<file path="src/rtl/mux_scan_ctrl.sv">
`default_nettype none
// ============================================================================
// Module  : mux_scan_ctrl
// Purpose : Sequences an analog mux across a channel range, settles, triggers
//           the ADC and emits one tagged sample per channel.
// Rev     : 1.0  initial release
// ============================================================================
module mux_scan_ctrl #(
    parameter int ADC_TIMEOUT = 1024,
    parameter int DATA_W      = 12
) (
    input  logic              clk,
    input  logic              rst,
    input  logic              start,
    input  logic              stop,
    input  logic              continuous,
    input  logic [5:0]        first_ch,
    input  logic [5:0]        last_ch,
    input  logic [15:0]       settle_cyc,
    output logic [5:0]        addr,
    output logic              adc_start,
    input  logic              adc_done,
    input  logic [DATA_W-1:0] adc_data,
    output logic              smp_valid,
    output logic [5:0]        smp_ch,
    output logic [DATA_W-1:0] smp_data,
    output logic              busy,
    output logic              scan_done,
    output logic              err_timeout
);

    localparam int              c_TW   = (ADC_TIMEOUT > 1) ? $clog2(ADC_TIMEOUT) : 1;
    localparam logic [c_TW-1:0] c_TMAX = c_TW'(ADC_TIMEOUT - 1);

    localparam logic [2:0] c_IDLE   = 3'd0;
    localparam logic [2:0] c_SETTLE = 3'd1;
    localparam logic [2:0] c_TRIG   = 3'd2;
    localparam logic [2:0] c_WAIT   = 3'd3;
    localparam logic [2:0] c_STORE  = 3'd4;

    logic [2:0]        r_state;
    logic [2:0]        w_state_nxt;
    logic [5:0]        r_addr;
    logic [5:0]        r_first;
    logic [5:0]        r_last;
    logic [15:0]       r_settle;
    logic              r_cont;
    logic [15:0]       r_scnt;
    logic [c_TW-1:0]   r_wcnt;
    logic              r_captured;
    logic [5:0]        r_smp_ch;
    logic [DATA_W-1:0] r_smp_data;
    logic              r_err;

    logic w_accept;
    logic w_capture;
    logic w_timeout;
    logic w_abort;
    logic w_last;

    assign w_abort = stop && (r_state != c_IDLE);
    assign w_last  = (r_addr == r_last);

    always_ff @(posedge clk or posedge rst) begin
        if (rst) begin
            r_state <= c_IDLE;
        end else begin
            r_state <= w_state_nxt;
        end
    end

    always_comb begin
        w_state_nxt = r_state;
        w_accept    = 1'b0;
        w_capture   = 1'b0;
        w_timeout   = 1'b0;
        if (w_abort) begin
            w_state_nxt = c_IDLE;
        end else begin
            case (r_state)
                c_IDLE: begin
                    if (start && !stop) begin
                        w_accept    = 1'b1;
                        w_state_nxt = c_SETTLE;
                    end
                end
                c_SETTLE: begin
                    if (r_scnt == r_settle) begin
                        w_state_nxt = c_TRIG;
                    end
                end
                c_TRIG: begin
                    w_state_nxt = c_WAIT;
                end
                c_WAIT: begin
                    // a conversion landing in the expiry cycle still counts
                    if (adc_done) begin
                        w_capture   = 1'b1;
                        w_state_nxt = c_STORE;
                    end else if (r_wcnt == c_TMAX) begin
                        w_timeout   = 1'b1;
                        w_state_nxt = c_STORE;
                    end
                end
                c_STORE: begin
                    if (!w_last || r_cont) begin
                        w_state_nxt = c_SETTLE;
                    end else begin
                        w_state_nxt = c_IDLE;
                    end
                end
                default: begin
                    w_state_nxt = c_IDLE;
                end
            endcase
        end
    end

    always_ff @(posedge clk or posedge rst) begin
        if (rst) begin
            r_addr     <= '0;
            r_first    <= '0;
            r_last     <= '0;
            r_settle   <= '0;
            r_cont     <= 1'b0;
            r_scnt     <= '0;
            r_wcnt     <= '0;
            r_captured <= 1'b0;
            r_smp_ch   <= '0;
            r_smp_data <= '0;
            r_err      <= 1'b0;
        end else begin
            if (w_accept) begin
                r_first  <= first_ch;
                r_last   <= last_ch;
                r_settle <= settle_cyc;
                r_cont   <= continuous;
                r_addr   <= first_ch;
                r_err    <= 1'b0;
                r_scnt   <= '0;
            end
            // an abort freezes the datapath, addr included
            if (!w_abort) begin
                case (r_state)
                    c_SETTLE: r_scnt <= r_scnt + 16'd1;
                    c_TRIG:   r_wcnt <= '0;
                    c_WAIT: begin
                        r_wcnt <= r_wcnt + c_TW'(1);
                        if (w_capture) begin
                            r_smp_data <= adc_data;
                            r_smp_ch   <= r_addr;
                            r_captured <= 1'b1;
                        end else if (w_timeout) begin
                            r_err      <= 1'b1;
                            r_captured <= 1'b0;
                        end
                    end
                    c_STORE: begin
                        r_scnt <= '0;
                        if (!w_last) begin
                            r_addr <= r_addr + 6'd1;
                        end else if (r_cont) begin
                            r_addr <= r_first;
                        end
                    end
                    default: begin
                    end
                endcase
            end
        end
    end

    assign addr        = r_addr;
    assign adc_start   = (r_state == c_TRIG);
    assign smp_valid   = (r_state == c_STORE) && r_captured && !stop;
    assign scan_done   = (r_state == c_STORE) && w_last && !stop;
    assign busy        = (r_state != c_IDLE);
    assign smp_ch      = r_smp_ch;
    assign smp_data    = r_smp_data;
    assign err_timeout = r_err;

endmodule
`default_nettype wire

</file>
<file path="config.mk">
export PLATFORM = sky130hd
export DESIGN_NAME = mux_scan_ctrl
export DESIGN_NICKNAME = d
export VERILOG_FILES = /design/src/rtl/mux_scan_ctrl.sv
export SDC_FILE = /design/constraint.sdc
export NUM_CORES = 1
export LEC_CHECK = 0
export ABC_AREA = 1
export CELL_PAD_IN_SITES_DETAIL_PLACEMENT = 1
export CELL_PAD_IN_SITES_GLOBAL_PLACEMENT = 1
export CORE_UTILIZATION = 42
export CTS_CLUSTER_SIZE = 28
export DETAILED_ROUTE_END_ITERATION = 8
export HOLD_SLACK_MARGIN = 0.03
export PLACE_DENSITY_LB_ADDON = 0.1
export SYNTH_ARGS = -nofsm -noshare
export SYNTH_HDL_FRONTEND = slang
export SYNTH_SLANG_ARGS = --single-unit
</file>
<file path="constraint.sdc">
create_clock -name clk -period 7.5 [get_ports clk]
set_input_delay 1.5 -clock clk [delete_from_list [all_inputs] [get_ports clk]]
set_output_delay 1.5 -clock clk [all_outputs]
set_load 0.02 [all_outputs]
</file>
After elaboration in Yosys (flattened, before gate mapping)

Cells that the tools add are included.

Flip-flop bits (word level): 84
Output and inout port bits: 29
Logic and storage cells: 76

Bitwise operators: 1
Reductions and logical operators: 17
Add/sub/neg operators: 3
Multiplexer cells: 33
Eq/ne operators: 10

Operators with widths:

| operator                                                               | count |
|---|---|
| 16-bit two-way mux                                                     | 2 |
| 16-bit one-hot mux with 2 select lines                                 | 1 |
| 6-bit two-way mux                                                      | 5 |
| 10-bit one-hot mux with 2 select lines                                 | 1 |
| 1-bit two-way mux                                                      | 18 |
| 16-bit by 1-bit adder with 16-bit output (second input constant)       | 1 |
| 16-bit equality test                                                   | 1 |
| 3-bit two-way mux                                                      | 5 |
| 3-bit one-hot mux with 5 select lines                                  | 1 |
| 10-bit by 1-bit adder with 10-bit output (second input constant)       | 1 |
| 10-bit equality test (second input constant)                           | 1 |
| 3-bit AND reduction                                                    | 3 |
| 6-bit by 1-bit adder with 6-bit output (second input constant)         | 1 |
| 3-bit by 2-bit equality test with 1-bit output (second input constant) | 2 |
| 6-bit equality test                                                    | 1 |
| 1-bit logical AND                                                      | 6 |
| 3-bit != test (second input constant)                                  | 2 |
| 4-bit != test (second input constant)                                  | 1 |
| 2-bit nonzero test                                                     | 2 |
| 3-bit by 1-bit equality test with 1-bit output (second input constant) | 1 |
| 3-bit equality test (second input constant)                            | 1 |
| 3-bit logical NOT                                                      | 1 |
| 3-bit nonzero test                                                     | 1 |
| 1-bit logical NOT                                                      | 2 |
| other kinds (3)                                                        | 3 |

Depth between registers and ports, before layout

Gate-level depths: netlist of the first run.

Word-level depth: 10
Depth in mapped cells: 11

Worst setup path after synthesis of the first run

OpenSTA, ideal clock, no wires.

Path kind: input to output
From: in stop
To: out scan_done
Stages on the path: 3
Arrival: 2.199 ns
Slack: 3.801 ns
Data required time: 6.000 ns
Path through: nor2_1 -> inv_1 -> nor2_1

Longest elaborated chain between the ends: 2

RTL lines:

| what               | RTL line | RTL |
|---|---|---|
| start: declaration | 15       | `input logic stop,` |
| 1-bit logical NOT  | 176      | `assign scan_done = (r_state == c_STORE) && w_last && !stop;` |
| 1-bit logical AND  | 176      |  |
| end: declaration   | 28       | `output logic scan_done,` |

Every way passes these cells.

Worst setup path after layout of the first run

Ends and elaborated chain as after synthesis.

==> impl_metrics.py, run 1 <==
metrics = {
    "timing": {
        "hold_ws_ns": 0.487,
        "finalSetupTns_ns": 0,
        "period_share_pct": 67.7,
        "hold_viol": 0,
        "tightestPinTransition_ns": 1.08,
        "fmax_ghz": 0.197,
        "clock_skew_ns": 0.0139,
        "final_max_slew_viol_count": 0,
        "setup_viol": 0,
        "rsz0062_at_grt": "false",
        "period_needed_ns": 5.08,
        "relSlewSlack_pct": 28.0,
        "layout_setup_ws_ns": 2.42,
    },
    "detailed_routing": {
        "routed_wl_mm": 10.8,
        "avgRoutedWirePerCell_um": 14.5,
        "drc_errors": 0,
        "first_pass_iters": 4,
        "postRouteAntennaNets": 0,
        "drtIter0Drc": 65,
        "vias_per_cell": 4.98,
        "vias": 3706,
    },
    "clocking": {
        "cts_buffer_depth": 2,
        "cts.repair.resized": 0,
        "path_clk_slew_ns": 0.08,
        "cts_root_buf": "clkbuf_8",
        "htree_num_levels": 3,
        "post_cts_buffers": 0,
        "clk_latency_ns": 0.35,
        "cts_made_buffers": 9,
        "cts_hold_buf": 0,
        "tritoncts": "done",
        "cts_sinks": 84,
    },
    "min_path": {
        "hp-class": "flop to flop",
        "hold_path_end": "smp_ch[5]",
        "min_path_cells": 2,
        "holdCritStartpoint": "smp_ch[5]",
    },
    "logic_synthesis": {
        "synth-seq-cells": 84,
        "yosys_warnings": 0,
        "syn_nets": 577,
        "synth_most_common_cell": "nand2_1",
        "synth_edf_count": 0,
        "ys_async_sr_fraction_pct": 100,
        "synth_cells": 528,
        "ys_seq_area_share_pct": 49.5,
        "synth_commonest_cells": "nand2_1 (185), dfrtp_1 (84), inv_1 (65), o21ai_0 (56), nor2_1 (34)",
        "synth_ff_type": "dfrtp_1",
        "yosys.area.top_type": "dfrtp_1",
        "yosysTopAreaCellShare_pct": 49.5,
        "synth_area_leaders": "dfrtp_1 (49%), nand2_1 (16%), o21ai_0 (6.6%)",
        "yosysUniqueCellTypes": 37,
        "syn_avg_cell_area_um2": 8.05,
        "netlist_area_um2": 4250,
    },
    "status": {
        "status": "completed",
    },
    "critical_path": {
        "ff2ff_setup_slack_ns": 5.15,
        "rr_worst_depth": 9,
        "cp_max_fo": 8,
        "worstSetupEndpointType": "output pin",
        "r2r_end": "r_scnt[15]",
        "crit_arrival_ns": 3.58,
        "r2r_start": "r_state[0]",
        "critPathKind": "input port to output pin",
        "crit_required_ns": 6.00,
        "cp-start-kind": "input port",
    },
    "die": {
        "initial_core_util_pct": 43.5,
        "fp.dieArea_um2": 10500,
        "rows": 36,
        "io_pins": 75,
        "die_h_um": 103,
        "die_w_um": 103,
        "core_um2": 9770,
    },
    "global_routing": {
        "grt_pass1_vias": 3884,
        "grt_first_pass_wirelength_mm": 17.9,
        "grt_start_max_net_pins": 85,
        "grt_usage_pct": 22.0,
        "overflow": 0,
        "antenna_found_initial": 0,
    },
    "power_and_ir_drop": {
        "power.density_nw_per_um2": 348,
        "ir_drop_mv": 0.143,
        "total_leakage_power_nw": 2.53,
        "finalPower_mw": 1.85,
    },
    "placed_design": {
        "hpwl_mm": 7.79,
        "place_worst_setup_slack_ns": 2.43,
        "dpl_cell_area_um2": 5110,
        "placed_cells": 728,
        "port_buffers": 74,
        "gp_congestion": 0.775,
    },
    "finish": {
        "nFillCells": 1206,
        "n_antenna_cell": 0,
        "final_util_pct": 54.4,
        "area_growth_pct": 25.0,
        "finalNetCount": 655,
        "fin_cells": 744,
        "layout-drive-gt1-share_pct": 8.35,
        "fin_area_um2": 5310,
    },
    "run": {
        "drv_cap": 0,
    },
}
-- worst max-delay path, stage by stage --
cell and delay [ns]:
clkdlybuf4s50_1 0.57, nor2_1 0.55, inv_1 0.17, nor2_1 0.16, clkdlybuf4s50_1 0.62
-- cells by family (layout without fill, tap and decap cells) --
family / count (synthesis) / in the layout / synth area share, %
buf+inv: 81 / 164 / 8.10
xor+xnor: 11 / 11 / 2.27
compound gates: 84 / 84 / 10.7
mux: 12 / 12 / 3.80
simple gates: 253 / 253 / 24.8
fa+ha+maj: 3 / 3 / 0.883
flops: 84 / 84 / 49.5
-- flip-flops by register name, indices dropped and copies added, names as in the netlist, 3 cells and up --
name and count:
r_state 3, r_first 6, smp_ch 6, smp_data 12
r_wcnt 10, r_last 6, r_scnt 16, addr 6
r_settle 16
-- cells in the final DEF (no fill, tap or decap), types with 5 or more instances in the layout --
master	instances
inv_1	64
clkdlybuf4s50_1	74
mux2_2	5
o21ai_1	6
dfrtp_1	84
nand3_1	15
a21oi_1	7
nand2_1	185
o22ai_1	7
inv_2	5
nor2_1	34
xor2_1	8
mux2_4	7
o21ai_0	56
clkbuf_8	11
-- how the worst max path moves through the flow --
stage	startpoint	endpoint	slack, ns	cells after the start
after global routing	stop	smp_valid	2.28	5
after detailed placement	stop	smp_valid	2.43	5
after CTS	stop	smp_valid	2.39	5
final	stop	scan_done	2.42	5
after floorplan	stop	scan_done	3.80	3
after global placement	stop	scan_done	2.54	5
-- final cells by class --
class / count / area (um^2) / area share, %
Sequential cell: 84 / 2100 / 39.6
Multi-Input combinational cell: 363 / 1800 / 34.0
Timing Repair Buffer: 77 / 763 / 14.4
Inverter: 71 / 273 / 5.13
Tap cell: 133 / 166 / 3.13
Clock buffer: 13 / 159 / 2.99
Clock inverter: 3 / 45.0 / 0.848
-- routing by layer --
metal / vias to the layer above / GRT usage (%) / share of wire, %
met3: 16 / 2.92 / 3.3
met1: 1809 / 26.4 / 44
met2: 67 / 40.4 / 51
met4: 0 / 7.47 / 1.7
li1: 1814 / - / -
met5: - / 0 / 0
-- report_power, final --
part	switching (mW)	internal (mW)	total, mW
Combinational	0.451	0.324	0.774
Sequential	0.117	0.616	0.734
Clock	0.167	0.173	0.340
Total	0.735	1.11	1.85
Power figures use the tool's default switching activity.
==> run 2, diff against run 1 <==
CORE_UTILIZATION = 35   (was 42)
clock period = 4.63 ns   (was 7.5 ns; I/O delays follow)
==> impl_metrics.py, run 2 (synthesis results as in run 1) <==
metrics = {
    "critical_path": {
        "crit_start": "stop",
        "crit_arrival_ns": 2.61,
        "crit_slowest_cell": "clkdlybuf4s50_1",
        "cp_max_fo": 8,
        "crit_path_cell_trace": "clkdlybuf4s50_1 -> nor2_1 -> buf_4 -> inv_1 -> nor2_1 -> clkdlybuf4s50_1",
        "worstSetupEndpointType": "output pin",
        "critPathKind": "input port to output pin",
        "crit_required_ns": 3.70,
        "r2r_start": "r_state[0]",
        "path_delay_family": "buffers and inverters",
        "max_stage_delay_ns": 0.61,
        "crit_buf_inv": 4,
        "cp-start-kind": "input port",
    },
    "finish": {
        "layout-drive-gt1-share_pct": 8.33,
        "area_growth_pct": 27.6,
        "final_util_pct": 46.7,
        "fin_cells": 755,
        "final_common_cell": "nand2_1",
        "finalNetCount": 657,
        "nFillCells": 1443,
        "n_antenna_cell": 0,
        "final_cell_mix": "nand2_1 (185), dfrtp_1 (84), clkdlybuf4s50_1 (74)",
    },
    "clocking": {
        "cts_sinks": 84,
        "cts_made_buffers": 9,
        "post_cts_buffers": 0,
        "cts_root_buf": "clkbuf_16",
        "cts_buffer_depth": 2,
        "path_clk_slew_ns": 0.06,
        "cts_hold_buf": 0,
        "htree_num_levels": 3,
        "clk_latency_ns": 0.35,
        "tritoncts": "done",
        "cts.repair.resized": 0,
    },
    "die": {
        "die_h_um": 112,
        "die_w_um": 112,
        "initial_core_util_pct": 36.6,
        "io_pins": 75,
        "core_um2": 11600,
        "fp.dieArea_um2": 12600,
        "rows": 39,
    },
    "detailed_routing": {
        "avgRoutedWirePerCell_um": 14.4,
        "drc_errors": 5,
        "vias": 3604,
        "first_pass_iters": 6,
        "drtIter0Drc": 121,
        "vias_per_cell": 4.77,
        "postRouteAntennaNets": 0,
        "routed_wl_mm": 10.9,
    },
    "timing": {
        "period_needed_ns": 3.54,
        "rsz0062_at_grt": "false",
        "setup_viol": 0,
        "finalSetupTns_ns": 0,
        "clock_skew_ns": 0.00984,
        "period_share_pct": 76.5,
        "relSlewSlack_pct": 31.4,
        "final_max_slew_viol_count": 0,
        "fmax_ghz": 0.282,
        "tightestPinTransition_ns": 1.03,
        "hold_viol": 0,
    },
    "placed_design": {
        "hpwl_mm": 7.86,
        "port_buffers": 74,
        "placed_cells": 740,
        "gp_congestion": 0.758,
    },
    "global_routing": {
        "grt_usage_pct": 19.3,
        "grt_start_max_net_pins": 58,
        "overflow": 0,
        "antenna_found_initial": 0,
        "grt_pass1_vias": 3902,
        "grt_first_pass_wirelength_mm": 18.9,
    },
    "run": {
        "drv_cap": 0,
    },
    "power_and_ir_drop": {
        "ir_drop_mv": 0.305,
        "power.density_nw_per_um2": 582,
        "total_leakage_power_nw": 2.59,
    },
    "min_path": {
        "holdCritStartpoint": "r_first[2]",
        "hp-class": "flop to flop",
    },
    "status": {
        "violations": "design-rule violations",
        "status": "finished with violations",
    },
}
## run 2: per-layer routing
metal / GRT usage, % / share of wire, %
met1: 23.8 / 45
met2: 32.4 / 49
met3: 5.67 / 4.2
met4: 6.13 / 1.4
met5: 0 / 0
## run 2: worst register-to-register path, delay by kind of cell (launching register included)
| kind | cells | cell delay [ns] |
|---|---|---|
| AOI/OAI and AO/OA | 1 | 0.16 |
| and+or+nand+nor | 5 | 1.00 |
| DFF | 1 | 0.45 |
| buffers and inverters | 1 | 0.46 |
## run 2: per-stage QoR
stage	setup slack [ns]	total power, mW	cell area [um^2]	hold WS (ns)
3_3_place_gp	1.09	2.41	5140	0.457
2_1_floorplan	1.54	1.99	4250	0.442
6_report	1.09	3.15	5420	0.473
5_1_grt	0.949	3.40	5420	0.492
4_1_cts	1.06	3.21	5420	0.484
3_5_place_dp	1.05	2.46	5140	0.470
## run 2: report_power, final
group,switching [mW],internal [mW]
combinational,0.718,0.525
sequential,0.191,1.00
clock,0.289,0.430
## run 2: final cells by class
| cell class | count | area, um^2 | area share [%] |
|---|---|---|---|
| Clock inverter | 2 | 35.0 | 0.646 |
| Clock buffer | 13 | 250 | 4.62 |
| Inverter | 71 | 273 | 5.03 |
| Multi-Input combinational cell | 363 | 1800 | 33.3 |
| Sequential cell | 84 | 2100 | 38.8 |
| Timing Repair Buffer | 79 | 778 | 14.4 |
| Tap cell | 143 | 179 | 3.30 |
## run 2: final timing paths
check                              end  slack, ns  depth (start not counted)
max                          scan_done       1.09                          6
min reg2reg                 r_first[2]       0.47                          2
min                         r_first[2]       0.47                          2
min in group asynchronous  smp_data[9]       1.12                          2
max in group asynchronous    r_scnt[7]       2.72                          3
max reg2reg                    addr[0]       2.45                          7
==> run 3, diff against run 2 <==
CORE_UTILIZATION = 39   (was 35)
clock period = 3.6 ns   (was 4.63 ns; I/O delays follow)
==> impl_metrics.py, run 3 (synthesis results as in run 1) <==
metrics = {
    "timing": {
        "finalSetupTns_ns": 0,
        "fmax_ghz": 0.343,
        "period_share_pct": 81.0,
        "clock_skew_ns": 0.0130,
        "hold_ws_ns": 0.493,
        "period_needed_ns": 2.92,
        "tightestPinTransition_ns": 0.743,
        "final_max_slew_viol_count": 0,
        "rsz0062_at_grt": "false",
        "hold_viol": 0,
        "relSlewSlack_pct": 50.4,
        "setup_viol": 0,
        "layout_setup_ws_ns": 0.685,
    },
    "critical_path": {
        "critPathKind": "input port to output pin",
        "crit_arrival_ns": 2.20,
        "r2r_start": "r_state[0]",
        "worstSetupEndpointType": "output pin",
        "rr_worst_depth": 8,
        "crit_start": "stop",
        "crit_required_ns": 2.88,
        "r2r_end": "addr[0]",
        "cp-start-kind": "input port",
        "cp_max_fo": 2,
        "critPathCapture": "scan_done",
        "ff2ff_setup_slack_ns": 1.59,
    },
    "finish": {
        "final_common_cell": "nand2_1",
        "n_antenna_cell": 0,
        "final_cell_mix": "nand2_1 (185), dfrtp_1 (84), clkdlybuf4s50_1 (74)",
        "area_growth_pct": 26.0,
        "layout-drive-gt1-share_pct": 9.27,
        "nFillCells": 1312,
        "fin_cells": 751,
        "finalNetCount": 659,
    },
    "placed_design": {
        "place_worst_setup_slack_ns": 0.679,
        "gp_congestion": 0.764,
        "port_buffers": 74,
        "placed_cells": 735,
        "hpwl_mm": 8.09,
    },
    "global_routing": {
        "grt_start_max_net_pins": 41,
        "grt_usage_pct": 20.8,
        "antenna_found_initial": 0,
        "overflow": 0,
        "grt_pass1_vias": 3892,
        "grt_first_pass_wirelength_mm": 18.6,
    },
    "detailed_routing": {
        "drtIter0Drc": 103,
        "postRouteAntennaNets": 0,
        "vias": 3710,
        "vias_per_cell": 4.94,
        "first_pass_iters": 4,
        "drc_errors": 0,
        "avgRoutedWirePerCell_um": 14.5,
        "routed_wl_mm": 10.9,
    },
    "clocking": {
        "clk_latency_ns": 0.35,
        "htree_num_levels": 3,
        "tritoncts": "done",
        "cts_made_buffers": 9,
        "post_cts_buffers": 0,
        "cts_sinks": 84,
        "cts_hold_buf": 0,
        "cts_buffer_depth": 2,
        "cts_root_buf": "clkbuf_8",
        "path_clk_slew_ns": 0.09,
        "cts.repair.resized": 0,
    },
    "die": {
        "io_pins": 75,
        "die_h_um": 106,
        "initial_core_util_pct": 40.6,
        "fp.dieArea_um2": 11300,
        "die_w_um": 106,
        "core_um2": 10500,
        "rows": 37,
    },
    "min_path": {
        "hp-class": "flop to flop",
    },
    "power_and_ir_drop": {
        "ir_drop_mv": 0.268,
        "power.density_nw_per_um2": 719,
        "finalPower_mw": 3.85,
        "total_leakage_power_nw": 2.56,
    },
    "status": {
        "status": "completed",
    },
    "run": {
        "drv_cap": 0,
    },
}
[run 3: cell types whose count changed in the layout (fill, tap and decap cells not counted), sizes merged]
cell	delta
buf	+2
clkbuf	-2
clkinv	+2
clkinvlp	+1
[run 3: cell type report]
class                      instances  area (um^2)  share of cell area, %
inverter                          71          273                   5.09
timing repair buffer              81          793                   14.8
multi-input combinational        363         1800                   33.7
tap                              136          170                   3.18
clock buffer                      11          151                   2.83
clock inverter                     5         60.1                   1.12
sequential                        84         2100                   39.3
[run 3: where the power goes]
part	switching [mW]	internal, mW
registers	0.249	1.28
logic	0.923	0.678
clock network	0.354	0.360
[run 3: metrics by stage]
| stage | cell area [um^2] | utilization (%) |
|---|---|---|
| 4_1_cts | 5350 | 51.2 |
| 2_1_floorplan | 4250 | - |
| 3_5_place_dp | 5140 | 49.2 |
| 6_report | 5350 | 51.2 |
| 5_1_grt | 5350 | 51.2 |
| 3_3_place_gp | 5140 | 49.2 |
[run 3: worst max-delay path, cell delays in order]
cell and delay (ns):
clkdlybuf4s50_1 0.44, nor2_1 0.20, inv_1 0.09, nor2_1 0.12
clkdlybuf4s50_1 0.62
[run 3: worst min path at each step]
stage / endpoint / cells after the start / slack, ns / start
global placement: r_first[4] / 2 / 0.46 / r_first[4]
floorplan: r_first[2] / 2 / 0.44 / r_first[2]
detailed placement: r_first[2] / 2 / 0.48 / r_first[2]
finish: r_first[2] / 2 / 0.49 / r_first[2]
CTS: r_first[2] / 2 / 0.49 / r_first[2]
global route: r_last[5] / 2 / 0.53 / r_last[5]
[run 3: routing by layer]
layer	GRT usage [%]	up-vias	wire length, um
li1	-	1827	-
met1	26.7	1799	5030
met2	35.9	68	5340
met3	2.88	16	293
met4	7.34	0	192
met5	0	-	0
==> RTL change 1: new RTL, settings of run 2 <==
Put a register stage on the outputs `adc_start`, `smp_valid`, `busy` and `scan_done`, with the module's reset. The values now appear one clock later. The other outputs are not delayed to match.
--- a/src/rtl/mux_scan_ctrl.sv
+++ b/src/rtl/mux_scan_ctrl.sv
@@ -173,6 +173,15 @@
     assign addr        = r_addr;
-    assign adc_start   = (r_state == c_TRIG);
-    assign smp_valid   = (r_state == c_STORE) && r_captured && !stop;
-    assign scan_done   = (r_state == c_STORE) && w_last && !stop;
-    assign busy        = (r_state != c_IDLE);
+    always_ff @(posedge clk or posedge rst) begin
+        if (rst) begin
+            adc_start <= '0;
+            smp_valid <= '0;
+            busy      <= '0;
+            scan_done <= '0;
+        end else begin
+            adc_start <= (r_state == c_TRIG);
+            smp_valid <= (r_state == c_STORE) && r_captured && !stop;
+            busy      <= (r_state != c_IDLE);
+            scan_done <= (r_state == c_STORE) && w_last && !stop;
+        end
+    end
     assign smp_ch      = r_smp_ch;
Formal check against the unedited RTL: not equivalent (Yosys sat finds a counterexample within 4 cycles, from zero or initial values and one cycle with rst high).
==> RTL change 1 against run 2 <==
Total power up 2.0%; utilization fell by 0.49 points; clock skew down 0.0037 ns; global-route usage is 0.97 points lower; worst hold slack improved by 0.0079 ns; routed wire length down 0.87%; sequential cell count up 4; worst setup slack gained 1.1 ns; combinational power about the same; area after synthesis rose by 2.4%; final area rose by 2.8%; die area grew 2.3%; largest cell class unchanged; largest power group unchanged.
==> RTL change 1: results (changes against run 2) <==
R2R depth: 11 (was 7)
Flop-to-flop setup slack: 2.78 ns (was 2.45 ns)
Grt met3 use: 2.82% (was 5.67%)
GR Util met1: 24.9% (was 23.8%)
Seq/Total Area, Yosys: 50.6% (was 49.5%)
Data buffer area share: 14.1% (was 14.4%)
Fillers: 1454 (was 1443)
Fin nets: 660 (was 657)
Pleak: 0.00264 uW (was 0.00259 uW)
CLK BUF: 11 (was 13)
Critical R2R Launch: addr[0] (was r_state[0])
GRT Overall Usage: 18.3% (was 19.3%)
Setup Crit Path Kind: primary input to flip-flop (was primary input to output port)
Hold Path Sink: r_first[4] (was r_first[2])
Drt wl/cell: 13.7 um (was 14.4 um)
Vias in the first global route: 3871 (was 3902)
First-pass GRT wire length: 18500 um (was 18900 um)
Clk_skew: 0.00618 ns (was 0.00984 ns)
Top post-synthesis cells by area: dfrtp_1, nand2_1, o21ai_0, inv_1, nor2_1 (unchanged)
RR Endpoint: addr[4] (was addr[0])
Count of flip-flops and latches: 88 (was 84)
CP max FO: 25 (was 8)
Register area: 2200 sq um (was 2100 sq um)
Worst Setup EP: smp_data[7] (was scan_done)
Dpl cell area: 5270 sq um (was 5140 sq um)
Fmax: 413 MHz (was 282 MHz)
Inst Count DP: 768 (was 740)
Number of DRC markers in iteration 0: 155 (was 121)
GP Congestion: 0.789 (was 0.758)
Full die area: 12900 sq um (was 12600 sq um)
Status: finished clean (was complete, but fails checks)
Post-DP HPWL: 7930 um (was 7860 um)
DRT Pass-1 Iters: 4 (was 6)
Relative slew slack: 47.7% (was 31.4%)
Critical path arrival: 2.65 ns (was 2.61 ns)
Pre-CTS WS: 1.83 ns (was 1.05 ns)
Non-clk bufs: 78 (was 79)
Synth Instances: 532 (was 528)
Commonest cells in the netlist: nand2_1, dfrtp_1, inv_1 (unchanged)
Syn Nets: 581 (was 577)
Routed WL: 10800 um (was 10900 um)
Largest net degree at the start of global routing: 48 (was 58)
[RTL change 1: changes by cell type in the layout (fill, tap and decap cells not counted), sizes merged]
cell / delta
clkbuf: -2
dfrtp: +4
clkinv: +2
buf: -1
clkinvlp: +1
[RTL change 1: cell families after synthesis]
| logic type | count (synthesis) | share of synthesized area (%) |
|---|---|---|
| and+or+nand+nor | 253 | 24.2 |
| DFF | 88 | 50.6 |
| AOI/OAI and AO/OA | 84 | 10.4 |
| buffers and inverters | 81 | 7.91 |
| muxes | 12 | 3.71 |
| xor gates and xnor gates | 11 | 2.21 |
| adders and majority gates | 3 | 0.863 |
[RTL change 1: where the power goes]
group	leakage, uW	switching (uW)	internal (uW)	total (uW)
combinational	0.00136	720	524	1240
sequential	0.00114	191	1040	1230
clock	0.000145	307	432	739
[RTL change 1: metal layers]
metal	vias up	routed length, um
li1	1835	-
met1	1783	5300
met2	46	4980
met3	11	286
met4	0	195
met5	-	0
==> RTL change 2: new RTL, config.mk and constraints of run 2 <==
Without the edit above. Set the parameter `ADC_TIMEOUT` to 2048 (it was 1024).
--- a/src/rtl/mux_scan_ctrl.sv
+++ b/src/rtl/mux_scan_ctrl.sv
@@ -8,3 +8,3 @@
 module mux_scan_ctrl #(
-    parameter int ADC_TIMEOUT = 1024,
+    parameter int ADC_TIMEOUT = 2048,
     parameter int DATA_W      = 12
Function: same outputs for any inputs over 10 cycles, from zero or initial values and one cycle with rst high; that may be too few to reach the edited logic, so the function may still have changed.
==> RTL change 2 against run 2 <==
Worst setup slack got worse by 0.28 ns; global-route usage fell by 0.23 points; critical path type unchanged; sequential cell count rose by 1; largest cell class unchanged; routed wire length grew 2.4%; area after synthesis rose by 1.2%; total power rose by 5.5%; via count is 1.2% higher; final area increased by 2.1%.
==> RTL change 2: results (changes against run 2) <==
Status: finished clean (was complete, but fails checks)
Hold Path Sink: r_first[4] (was r_first[2])
Peak supply drop: 240 uV (was 305 uV)
RR Endpoint: r_scnt[15] (was addr[0])
Commonest cells in the netlist: nand2_1, dfrtp_1, inv_1 (unchanged)
Drt wl/cell: 14.6 um (was 14.4 um)
Top post-synthesis cells by area: dfrtp_1, nand2_1, o21ai_0, inv_1, nor2_1 (unchanged)
GP Congestion: 0.769 (was 0.758)
R2R depth: 9 (was 7)
DRT Pass-1 Iters: 4 (was 6)
Number of DRC markers in iteration 0: 97 (was 121)
Seq/Total Area, Yosys: 49.4% (was 49.5%)
Via count: 3648 (was 3604)
Hold path startpoint: r_first[4] (was r_first[2])
GRT Overall Usage: 19.0% (was 19.3%)
CP max FO: 9 (was 8)
Fraction of layout cells with a size suffix above 1: 8.93% (was 8.33%)
Post-DP HPWL: 8040 um (was 7860 um)
Pre-CTS WS: 0.772 ns (was 1.05 ns)
Max incr delay on CP: 0.64 ns (was 0.61 ns)
First-pass GRT wire length: 18800 um (was 18900 um)
Vias in the first global route: 3833 (was 3902)
Relative slew slack: 45.3% (was 31.4%)
DR vias/cell: 4.78 (was 4.77)
Clk_skew: 0.00405 ns (was 0.00984 ns)
Synth Area per Inst: 8.06 sq um (was 8.05 sq um)
## RTL change 2: cell count changes in the layout (fill, tap and decap cells not counted), moves of 3 or more
cell	before	now
o21ai_0	56	48
o21ai_1	6	11
bufinv_16	1	4
clkbuf_1	3	0
inv_1	64	61
nand2_1	185	188
## RTL change 2: how the worst max path moves through the flow
| stage | from | to | slack (ns) |
|---|---|---|---|
| CTS | stop | scan_done | 0.77 |
| floorplan | rst | addr[0] | 1.51 |
| detailed placement | stop | scan_done | 0.77 |
| finish | stop | scan_done | 0.81 |
| global route | stop | scan_done | 0.65 |
| global placement | stop | scan_done | 0.83 |
## RTL change 2: layer usage
layer  track usage [%]  part of all wire (%)
met5                 0                     0
met3              4.02                   2.2
met1              24.2                    47
met4              6.32                   1.4
met2              32.3                    50
## RTL change 2: worst register-to-register path, cell delays in order, from the launching register on
cell and delay (ns):
dfrtp_1 0.44, inv_2 0.11, nor2_1 0.10, nand2_1 0.06, nor2_2 0.51, inv_2 0.25, nand3_2 0.35, nand3_1 0.13
nand2_1 0.07, inv_1 0.04
## RTL change 2: cells by family (layout without fill, tap and decap cells)
| family | count (synthesis) | in the layout | synth area share, % |
|---|---|---|---|
| adder cells (fa/ha/maj) | 3 | 3 | 0.872 |
| AND/OR/NAND/NOR | 260 | 260 | 25.4 |
| multiplexers | 12 | 12 | 3.66 |
| buffers and inverters | 79 | 161 | 7.82 |
| flip-flops | 85 | 85 | 49.4 |
| AO/OA/AOI/OAI | 83 | 83 | 10.4 |
| XOR/XNOR | 12 | 12 | 2.44 |
## RTL change 2: power by group
part           internal, uW  total, uW  switching (uW)
registers              1020       1220             201
clock network           580        891             311
logic                   518       1220             700
total                  2120       3330            1210
## RTL change 2: layout make-up
type	instances	area, sq um
Clock buffer	9	225
Tap cell	147	184
Multi-Input combinational cell	370	1840
Timing Repair Buffer	77	763
Sequential cell	85	2130
Fill cell	1427	6470
Clock inverter	7	138
Inverter	68	262
## RTL change 2: metrics by stage
stage                     hold WS (ns)  utilization, %
final                            0.474            46.1
after global routing             0.510            46.1
after CTS                        0.480            46.1
after detailed placement         0.464            43.1
after global placement           0.463            43.1
after floorplan                  0.442               -
